<file path="src/rtl/credit_link_pkg.sv">
// Shared types for both ends of the credit-based link.
// The credit counter width is derived here so the tx and rx sides size it the same way.
package credit_link_pkg;

    typedef enum logic [1:0] {
        RUN     = 2'd0,
        DRAIN   = 2'd1,
        DRAINED = 2'd2
    } credit_tx_state_e;

    function automatic int credit_width(input int credits);
        return $clog2(credits + 1);
    endfunction

endpackage

</file>
<file path="src/rtl/credit_counter.sv">
// Credit up/down counter; resets full, saturates at CREDITS and flags a surplus return.
// Latency: count updates one edge after dec/inc; count_next_o is the combinational next value.
// Backpressure: none; the caller must never decrement at zero.
module credit_counter
    import credit_link_pkg::*;
#(
    parameter  int CREDITS = 3,
    localparam int CW      = credit_width(CREDITS)
) (
    input  logic          clk,
    input  logic          rst_n,
    input  logic          dec_i,
    input  logic          inc_i,
    output logic [CW-1:0] count_o,
    output logic [CW-1:0] count_next_o,
    output logic          overflow_o
);

    localparam logic [CW-1:0] FULL = CW'(CREDITS);
    localparam logic [CW-1:0] ONE  = CW'(1);

    logic [CW-1:0] count_q, count_d;
    logic          ovf_q, ovf_d;

    always_comb begin
        count_d = count_q;
        ovf_d   = ovf_q;
        if (inc_i && !dec_i) begin
            // A return with every credit already home is a receiver bug; hold at full.
            if (count_q == FULL) begin
                ovf_d = 1'b1;
            end else begin
                count_d = count_q + ONE;
            end
        end else if (dec_i && !inc_i) begin
            count_d = count_q - ONE;
        end
    end

    always_ff @(posedge clk or negedge rst_n) begin
        if (!rst_n) begin
            count_q <= FULL;
            ovf_q   <= 1'b0;
        end else begin
            count_q <= count_d;
            ovf_q   <= ovf_d;
        end
    end

    assign count_o      = count_q;
    assign count_next_o = count_d;
    assign overflow_o   = ovf_q;

endmodule

</file>
<file path="src/rtl/credit_link_tx.sv">
// Credit-based link transmitter with drain handshake for quiescing before reconfiguration.
// Latency: a beat accepted at edge N is on the link for exactly the cycle after edge N.
// Backpressure: ready = RUN state and a credit in hand; derived from registered state only.
module credit_link_tx
    import credit_link_pkg::*;
#(
    parameter  int DATA_WIDTH   = 64,
    parameter  int CREDITS      = 3,
    localparam int CREDIT_WIDTH = credit_width(CREDITS)
) (
    input  logic                    clk,
    input  logic                    reset,
    input  logic                    i__data_in_valid,
    input  logic [DATA_WIDTH-1:0]   i__data_in,
    output logic                    o__data_in_ready,
    output logic                    o__link_valid,
    output logic [DATA_WIDTH-1:0]   o__link_data,
    input  logic                    i__credit_return,
    input  logic                    i__drain_req,
    output logic                    o__drained,
    output logic [CREDIT_WIDTH-1:0] o__credit_count,
    output logic                    o__err_overflow
);

    logic                    xfer;
    logic                    credits_home;
    logic [CREDIT_WIDTH-1:0] credit_q, credit_d;
    credit_tx_state_e        state_q;
    logic                    drained_q;
    logic                    link_vld_q;
    logic [DATA_WIDTH-1:0]   link_dat_q;

    credit_counter #(
        .CREDITS (CREDITS)
    ) u_credit_counter (
        .clk          (clk),
        .rst_n        (reset),
        .dec_i        (xfer),
        .inc_i        (i__credit_return),
        .count_o      (credit_q),
        .count_next_o (credit_d),
        .overflow_o   (o__err_overflow)
    );

    assign o__data_in_ready = (state_q == RUN) && (credit_q != '0);
    assign xfer             = i__data_in_valid && o__data_in_ready;
    // Quiescent next cycle: every credit back and nothing left on the wire.
    assign credits_home     = (credit_d == CREDIT_WIDTH'(CREDITS)) && !xfer;

    always_ff @(posedge clk or negedge reset) begin
        if (!reset) begin
            state_q   <= RUN;
            drained_q <= 1'b0;
        end else begin
            case (state_q)
                RUN: begin
                    if (i__drain_req) begin
                        if (credits_home) begin
                            state_q   <= DRAINED;
                            drained_q <= 1'b1;
                        end else begin
                            state_q <= DRAIN;
                        end
                    end
                end
                DRAIN: begin
                    if (!i__drain_req) begin
                        state_q <= RUN;
                    end else if (credits_home) begin
                        state_q   <= DRAINED;
                        drained_q <= 1'b1;
                    end
                end
                DRAINED: begin
                    if (!i__drain_req) begin
                        state_q   <= RUN;
                        drained_q <= 1'b0;
                    end
                end
                default: begin
                    state_q   <= RUN;
                    drained_q <= 1'b0;
                end
            endcase
        end
    end

    always_ff @(posedge clk or negedge reset) begin
        if (!reset) begin
            link_vld_q <= 1'b0;
            link_dat_q <= '0;
        end else begin
            link_vld_q <= xfer;
            if (xfer) begin
                link_dat_q <= i__data_in;
            end
        end
    end

    assign o__link_valid   = link_vld_q;
    assign o__link_data    = link_dat_q;
    assign o__drained      = drained_q;
    assign o__credit_count = credit_q;

endmodule

</file>
<file path="config.mk">
export PLATFORM = sky130hd
export DESIGN_NAME = credit_link_tx
export DESIGN_NICKNAME = d
export VERILOG_FILES = /design/src/rtl/credit_link_pkg.sv /design/src/rtl/credit_counter.sv /design/src/rtl/credit_link_tx.sv
export SDC_FILE = /design/constraint.sdc
export NUM_CORES = 1
export LEC_CHECK = 0
export CORE_ASPECT_RATIO = 0.7
export CORE_MARGIN = 8
export CORE_UTILIZATION = 40
export DETAILED_ROUTE_END_ITERATION = 10
export PLACE_DENSITY = 0.79
export SETUP_SLACK_MARGIN = 0.4
export SYNTH_ARGS = -nofsm -noshare
export SYNTH_HDL_FRONTEND = slang
export SYNTH_HIERARCHICAL = 1
export SYNTH_SLANG_ARGS = --single-unit
</file>
<file path="constraint.sdc">
create_clock -name clk -period 5.9 [get_ports clk]
set_input_delay 1.475 -clock clk [delete_from_list [all_inputs] [get_ports clk]]
set_output_delay 1.475 -clock clk [all_outputs]
set_load 0.02 [all_outputs]
</file>
== Word level (Yosys, flattened, before mapping) ==
Cells that the tools add are included.
Widths: inputs -> output; s select.

* Reductions and logical operators: 13
* Mux-type cells: 13
* Eq/ne operators: 9
* $add $sub $neg: 2

{| class="wikitable"
|+ Operator list
! cell !! count
|-
| $mux 2 || 8
|-
| $eq 2x2->1 const B || 3
|-
| $pmux 2 s3 || 1
|-
| $reduce_and 3->1 || 2
|-
| $logic_and 1x1->1 || 5
|-
| $ne 2x1->1 const B || 2
|-
| $ne 2x2->1 const B || 2
|-
| $mux 1 || 3
|-
| $ne 3x3->1 const B || 1
|-
| $add 2x1->2 const B || 1
|-
| $eq 2x1->1 const B || 1
|-
| $logic_not 1->1 || 2
|-
| $logic_not 2->1 || 1
|-
| $pmux 1 s2 || 1
|-
| $reduce_and 2->1 || 1
|-
| $reduce_bool 2->1 || 1
|-
| $reduce_or 2->1 || 1
|-
| $sub 2x1->2 const B || 1
|}

* Output and inout port bits: 70
* Word-level logic and storage cells: 43
* Register bits after elaboration: 71
* Bits of input ports: 69

== Logic depth before layout (Yosys ltp) ==
Gate-level depths: netlist of run 1.

* Word-level depth: 11
* Gate-level depth with buffers: 11
* Mapped depth without buffers: 9

== Hierarchy ==
The synthesis of run 1 kept the hierarchy.

{| class="wikitable"
|+ By module, submodules not included
! module !! cells an instance !! area each (µm²) !! times used !! seq. area each (µm²)
|-
| credit_link_tx || 154 || 2,832.7 || 1 || 1,701.6
|-
| credit_counter || 17 || 209.0 || 1 || 77.6
|}

== Least setup slack after synthesis of run 1 ==
No wires, ideal clock.

* Path type: input to register
* Start point: input i__data_in_valid
* End point: register state_q[1]
* Library setup time: 0.067 ns
* Required time: 5.833 ns
* Cell stages on the path: 10
* Buffers on the path: 2
* Slack: 3.114 ns
* Arrival: 2.719 ns
* Cells stage by stage: nand3b_4 inv_4 buf_12 buf_12 and2b_4 nor3_2 a221oi_2 nand2_1 nor2_1 a32o_1

* Longest elaborated chain between the ends: 9
* Elaborated cells between the ends (all ways): 13
* Classes of those cells: eq/ne: 2; mux: 5; reduce/logical: 6

{| class="wikitable"
|+ Ends and longest elaborated chain
! what !! line !! RTL
|-
| from (decl) || credit_link_tx.sv:13 || <nowiki>input logic i__data_in_valid,</nowiki>
|-
| $logic_and 1x1->1 * || credit_link_tx.sv:46 || <nowiki>assign xfer = i__data_in_valid && o__data_in_ready;</nowiki>
|-
| net xfer || credit_link_tx.sv:25 || <nowiki>logic xfer;</nowiki>
|-
| $logic_and 1x1->1 / $logic_not 1->1 (equally long branches) || credit_counter.sv:35, credit_counter.sv:28 ||
|-
| $mux 2 / $logic_and 1x1->1 (equally long branches) || credit_counter.sv:35, credit_counter.sv:28 ||
|-
| $mux 2 * || credit_counter.sv:28 || <nowiki>if (inc_i && !dec_i) begin</nowiki>
|-
| net credit_d[0] || credit_link_tx.sv:27 || <nowiki>logic [CREDIT_WIDTH-1:0] credit_q, credit_d;</nowiki>
|-
| $eq 2x2->1 * || credit_link_tx.sv:48 || <nowiki>assign credits_home = (credit_d == CREDIT_WIDTH'(CREDITS)) && !xfer;</nowiki>
|-
| $logic_and 1x1->1 * || credit_link_tx.sv:48 ||
|-
| $mux 2 || credit_link_tx.sv:58 || <nowiki>if (credits_home) begin</nowiki>
|-
| $mux 2 || credit_link_tx.sv:57 || <nowiki>if (i__drain_req) begin</nowiki>
|-
| $pmux 2 s3 || credit_link_tx.sv:55 || <nowiki>case (state_q)</nowiki>
|-
| to (signal assigned) || credit_link_tx.sv:52 || <nowiki>state_q <= RUN;</nowiki>
|-
| to (signal assigned) || credit_link_tx.sv:59 || <nowiki>state_q <= DRAINED;</nowiki>
|-
| to (signal assigned) || credit_link_tx.sv:62 || <nowiki>state_q <= DRAIN;</nowiki>
|-
| to (decl) || credit_link_tx.sv:28 || <nowiki>credit_tx_state_e state_q;</nowiki>
|}

Mark *: on every way through the listed nets, which the timed path passes. The rest lies on a longest branch. The select of a mux whose other input is x is not followed.
A chain may end at the register's enable or synchronous reset.

== Final worst setup path of run 1 ==
* Start point: input i__data_in_valid
* End point: register link_dat_q[45] (netlist: o__link_data[45])

* Longest elaborated chain between the ends: 1

{| class="wikitable"
|+ Ends and longest elaborated chain
! what !! line !! RTL
|-
| $logic_and 1x1->1 || credit_link_tx.sv:46 ||
|-
| to (signal assigned) || credit_link_tx.sv:95 || <nowiki>link_dat_q <= i__data_in;</nowiki>
|-
| to (decl) || credit_link_tx.sv:31 || <nowiki>logic [DATA_WIDTH-1:0] link_dat_q;</nowiki>
|}

No other way between the ends.

==> results of run 1 <==
worst paths after layout:
check,start,endpoint,slack [ps],depth (start not counted)
setup / recovery,i__data_in_valid,o__link_data[45]$_DFFE_PN0P_,2570,5
hold / removal,u_credit_counter/overflow_o$_DFFE_PN0P_,u_credit_counter/overflow_o$_DFFE_PN0P_,460,1
setup reg to reg,u_credit_counter/count_o[0]$_DFF_PN1_,o__link_data[45]$_DFFE_PN0P_,3490,5
hold reg to reg,u_credit_counter/overflow_o$_DFFE_PN0P_,u_credit_counter/overflow_o$_DFFE_PN0P_,460,1
max in group asynchronous,reset,o__link_data[30]$_DFFE_PN0P_,3990,2
min in group asynchronous,reset,o__link_data[52]$_DFFE_PN0P_,1340,2
logic make-up after synthesis:
group | Yosys count | share of synthesized area (%)
flip-flops | 71 | 58.49
multiplexers | 67 | 30.77
buffers and inverters | 13 | 5.019
AND/OR/NAND/NOR | 11 | 2.756
AO/OA/AOI/OAI | 6 | 1.728
adder cells (fa/ha/maj) | 3 | 1.234
critical path, stage by stage:
cell and delay (ps):
clkdlybuf4s50_1 500, nand3b_4 110, inv_4 410, buf_4 590, mux2_2 400
sequential cells by signal (all words and copies together) (netlist names):
| register | count |
|---|---|
| state_q | 2 |
| u_credit_counter/overflow_o | 1 |
| o__drained | 1 |
| o__link_valid | 1 |
| u_credit_counter/count_o | 2 |
| o__link_data | 64 |
power by group through the flow:
stage                     clock (W)  combinational [W]  sequential, W
after CTS                  0.000425            0.00146       0.000880
final                      0.000410            0.00143       0.000878
after floorplan                   0           0.000581        0.00116
after global routing       0.000443            0.00151       0.000911
after global placement            0            0.00142       0.000879
after detailed placement          0            0.00145       0.000880
metal layers:
layer  vias to the layer above  share of wire, %
met4                         0              0.69
met1                       903                44
met2                        86                44
met3                         7                11
met5                         -                 0
li1                        881                 -
per-stage QoR:
stage | cells | utilization [%]
after CTS | 418 | 63.30
after global placement | 402 | 60.50
after global routing | 418 | 63.30
after floorplan | 171 | -
after detailed placement | 402 | 60.50
final | 418 | 63.30
cell type report:
class	instances	area share, %
well taps	98	2.647
flip-flops and latches	71	38.40
clock inverters	4	1.512
repair buffers	140	30.03
inverters	6	0.5401
multi-input cells	87	23.95
clock buffers	12	2.917
placed cells by master (no fill, tap or decap):
cell type        count
dfrtp_1             69
nor2_2               2
clkdlybuf4s50_1    137
mux2_2              16
nor2_1               1
ha_1                 3
a32o_1               1
a21o_1               2
buf_4                2
mux2_4              49
and2b_4              1
nand2_1              2
inv_1                5
clkinv_2             2
inv_4                1
mux2i_1              2
nand2b_1             1
a31oi_1              1
nor3_1               1
dfstp_2              2
nor3_2               1
bufinv_16            2
o22ai_1              1
clkbuf_8             9
nor2b_2              1
nand3b_4             1
a221oi_2             1
clkbuf_1             3
buf_2                1
==> metrics.csv, run 1 <==
metric,value,unit
status,"finished, final reports clean",
cells after synthesis,171,
CTS-repair resized insts,0,
syn nets,243,
TritonCTS Buffers,9,
register area share after synthesis,58.49,%
Worst Path Arrival,3550,ps
drt via density,4.490,
MaxCap Viol Count,0,
DP Worst Slack,2184,ps
Die Span X,120.2,um
switching power,0.0009386,W
area delta synth->final,52.32,%
Via Count,1877,
CTS Sinks,71,
Post-Syn Area,0.003042,mm2
VDD IR max,0.2552,mV
CP Launch Type,primary input,
"count leader, synth",dfrtp_1,
Die ar.,0.01070,mm2
total gr overflow,0,
Max Clk Rate,300.0,MHz
Post-synth top cells,"69 x dfrtp_1, 49 x mux2_4, 16 x mux2_2",
H-tree depth,3,
worst-path maximum fanout,36,
placer congestion estimate,0.7245,
Register Area,0.001779,mm2
hold crit path type,flop to flop,
synth warn,6,
met2 Usage GRT,21.84,%
Final WS setup,2566,ps
CTS Hold Bufs,0,
clock buffer depth,2,
M3 GR Usage,7.634,%
Post-synth EDFFs,0,
area occupied by multi-input gates,0.001110,mm2
biggest area consumer among synthesized cells,dfrtp_1,
fraction of registers with async set or reset after synthesis,100.0,%
clock latency on the worst-skew pair,330,ps
GR Util met1,16.45,%
final WL,7.390,mm
top post-synthesis cells by area,"dfrtp_1 57%, mux2_4 24%, mux2_2 5.9%",
n_diodes,0,
Post-DP Area,0.004428,mm2
IO Count,139,
Clock Power Share,15.1,%
iteration count of the initial detailed-routing pass,4,
P per Cell Area,586.8,mW/mm2
Layout fillers,559,
Crit Path Category,primary input to flop,
dpl hpwl,5.322,mm
first-pass GRT wire length,11.56,mm
antenna violations before repair,0,
clk_skew,5.208,ps
count of unique library cells instantiated by Yosys,24,
total global-route track usage,13.96,%
Comb power frac,52.6,%
total power draw,0.002719,W
Root Driver,clkbuf_8,
Pint,0.001780,W
worst hold slack,463.8,ps
register bit count reported by yosys,71,
Die Span Y,88.96,um
Avg Inst Size Synth,17.79,um2
share of cells above drive strength 1,28.44,%
Top Usage Layer GRT,met2,
CP endpoint kind,flop,
largest net degree at the start of global routing,72,
slew margin rel.,41.88,%
Seq pwr share,32.3,%
DRT antenna net count,0,
IO Port Bufs,138,
row count,26,
Slew Limit Fails,0,
Final Hold Fails,0,
routed len/inst,17.68,um
"Req. time, crit path",6120,ps
Setup Viol. Count Final,0,
Leakage Power,2.046,nW
DR iter-0 viols,91,
CTS tree,done,
Clock transition at path regs,70,ps
Total Nets Final,387,
Initial Util,41.56,%
Synth Flop Type,dfrtp_1,
fin crit share,56.50,%
DRC,0,
vias in the first global route,2139,
Post CTS Setup Buffer Count,0,
switching fraction of total power,34.52,%
Least-Margin Pin Slew,871.8,ps
top-area cell type share of the netlist area,56.77,%
RSZ-0062 raised after global routing,no,
Final TNS setup,0,ps
"Min Clock Period, post-route",3334,ps
final instance area,0.004633,mm2
core area,0.007320,mm2
(Power assumes the default switching activity.)
==> run 2: changes to the inputs <==
- CORE_UTILIZATION: 40 -> 37
- PLACE_DENSITY: 0.79 -> 0.77
- clock period: 5.9 -> 3 ns (I/O delays scaled with it)
==> metrics.csv, run 2 (synthesis results as in run 1) <==
metric,value,unit
RR Startpoint,u_credit_counter/count_o[0]$_DFF_PN1_,
share of cells above drive strength 1,29.60,%
Die Span Y,91.86,um
slew margin rel.,41.89,%
Total Nets Final,388,
"leading cell types in the layout, fill and taps excluded","137 x clkdlybuf4s50_1, 69 x dfrtp_1, 49 x mux2_4",
CP Launch Type,flop,
stages on the worst setup path,3,
Post CTS Setup Buffer Count,0,
CP bufs+invs,1,
total global-route track usage,13.57,%
Clock Power Share,20.3,%
Initial Util,38.48,%
Clock transition at path regs,60,ps
family with the most delay on the worst path,buffers and inverters,
IO Port Bufs,138,
Pint,0.003811,W
area occupied by multi-input gates,0.001110,mm2
Layout fillers,626,
worst hold slack,465.6,ps
Final Hold Fails,0,
switching fraction of total power,33.55,%
CP peak stage delay,630,ps
MaxCap Viol Count,0,
max FFs per register,64,
Max Clk Rate,398.8,MHz
Final TNS setup,0,ps
Via Count,1925,
first-pass GRT wire length,12.32,mm
placer congestion estimate,0.7161,
launch point of the critical path,u_credit_counter/count_o[0]$_DFF_PN1_,
row count,27,
Layout Utilization,60.68,%
cell count after placement,406,
dpl hpwl,5.727,mm
P per Cell Area,1196,mW/mm2
"Req. time, crit path",2250,ps
RSZ-0062 raised after global routing,no,
CP endpoint kind,primary output,
iteration count of the initial detailed-routing pass,5,
clock buffer depth,2,
Setup Viol. Count Final,0,
Register Area,0.001779,mm2
worst-path cell chain,nor2_2 -> nor3_1 -> clkdlybuf4s50_1,
final WL,7.618,mm
drt via density,4.562,
Leakage Power,2.114,nW
Worst Min Path Start,u_credit_counter/overflow_o$_DFFE_PN0P_,
fin crit share,83.58,%
"Min Clock Period, post-route",2507,ps
hold crit path type,flop to flop,
Die Span X,124.4,um
"commonest non-fill, non-tap cell in the layout",clkdlybuf4s50_1,
Seq pwr share,30.2,%
Slew Limit Fails,0,
VDD IR max,0.5651,mV
DRT antenna net count,0,
Comb power frac,49.6,%
DR iter-0 viols,74,
CTS Hold Bufs,0,
core area,0.007905,mm2
worst-path maximum fanout,7,
H-tree depth,3,
worst-case reg-to-reg path depth,9,
routed len/inst,18.05,um
area delta synth->final,57.71,%
switching power,0.001924,W
IO Count,139,
clock latency on the worst-skew pair,320,ps
vias in the first global route,2239,
Die ar.,0.01142,mm2
DRC,0,
n_diodes,0,
TritonCTS Buffers,9,
Crit Path Category,flop to primary output,
antenna violations before repair,0,
Worst Path Arrival,1760,ps
CTS tree,done,
CTS Sinks,71,
hold path cells,1,
Root Driver,clkbuf_16,
Least-Margin Pin Slew,871.7,ps
fin cells,422,
CTS-repair resized insts,0,
largest net degree at the start of global routing,46,
clk_skew,4.417,ps
status,"finished, final reports clean",
total gr overflow,0,
CP max stage cell,clkdlybuf4s50_1,
[run 2: changes by cell type in the layout (fill, tap and decap cells not counted)]
cell | before | now
clkbuf_1 | 3 | 0
clkbuf_16 | 0 | 9
clkbuf_8 | 9 | 1
buf_12 | 0 | 2
clkinvlp_4 | 0 | 1
buf_4 | 2 | 1
clkinv_4 | 0 | 3
clkinv_2 | 2 | 0
[run 2: final timing paths]
check / slack (ps) / end
worst max-delay path: 490 / o__data_in_ready
worst min-delay path: 470 / u_credit_counter/overflow_o$_DFFE_PN0P_
worst max register to register: 1080 / state_q[1]$_DFFE_PN0P_
worst min register to register: 470 / u_credit_counter/overflow_o$_DFFE_PN0P_
max in group asynchronous: 1770 / o__link_data[56]$_DFFE_PN0P_
min in group asynchronous: 540 / o__link_data[52]$_DFFE_PN0P_
[run 2: final cells by class]
type | count | area share, %
Sequential cell | 71 | 37.09
Timing Repair Buffer | 141 | 29.68
Multi-Input combinational cell | 87 | 23.14
Clock buffer | 10 | 4.982
Tap cell | 101 | 2.634
Clock inverter | 6 | 1.956
Inverter | 6 | 0.5216
[run 2: stage by stage]
| step | setup WS (ps) | instance area, um2 | total power, W |
|---|---|---|---|
| 2_1_floorplan | 918.3 | 3042 | 0.003427 |
| 6_report | 492.7 | 4797 | 0.005735 |
| 5_1_grt | 407.7 | 4797 | 0.006015 |
| 3_3_place_gp | 631.5 | 4464 | 0.004553 |
| 3_5_place_dp | 551.4 | 4464 | 0.004613 |
| 4_1_cts | 443.5 | 4797 | 0.005819 |
[run 2: routing by layer]
metal / track usage [%] / share of wire [%] / vias up
li1: - / - / 885
met1: 15.79 / 44 / 943
met2: 20.97 / 45 / 87
met3: 7.591 / 9.8 / 10
met4: 4.196 / 0.85 / 0
met5: 0 / 0 / -
[run 2: power groups by stage]
| stage | Clock (W) | Combinational [W] | Sequential, W |
|---|---|---|---|
| after floorplan | 0 | 0.00114 | 0.00228 |
| final | 0.00116 | 0.00284 | 0.00173 |
| after detailed placement | 0 | 0.00288 | 0.00174 |
| after global routing | 0.00123 | 0.00299 | 0.00179 |
| after global placement | 0 | 0.00283 | 0.00172 |
| after CTS | 0.00120 | 0.00288 | 0.00174 |
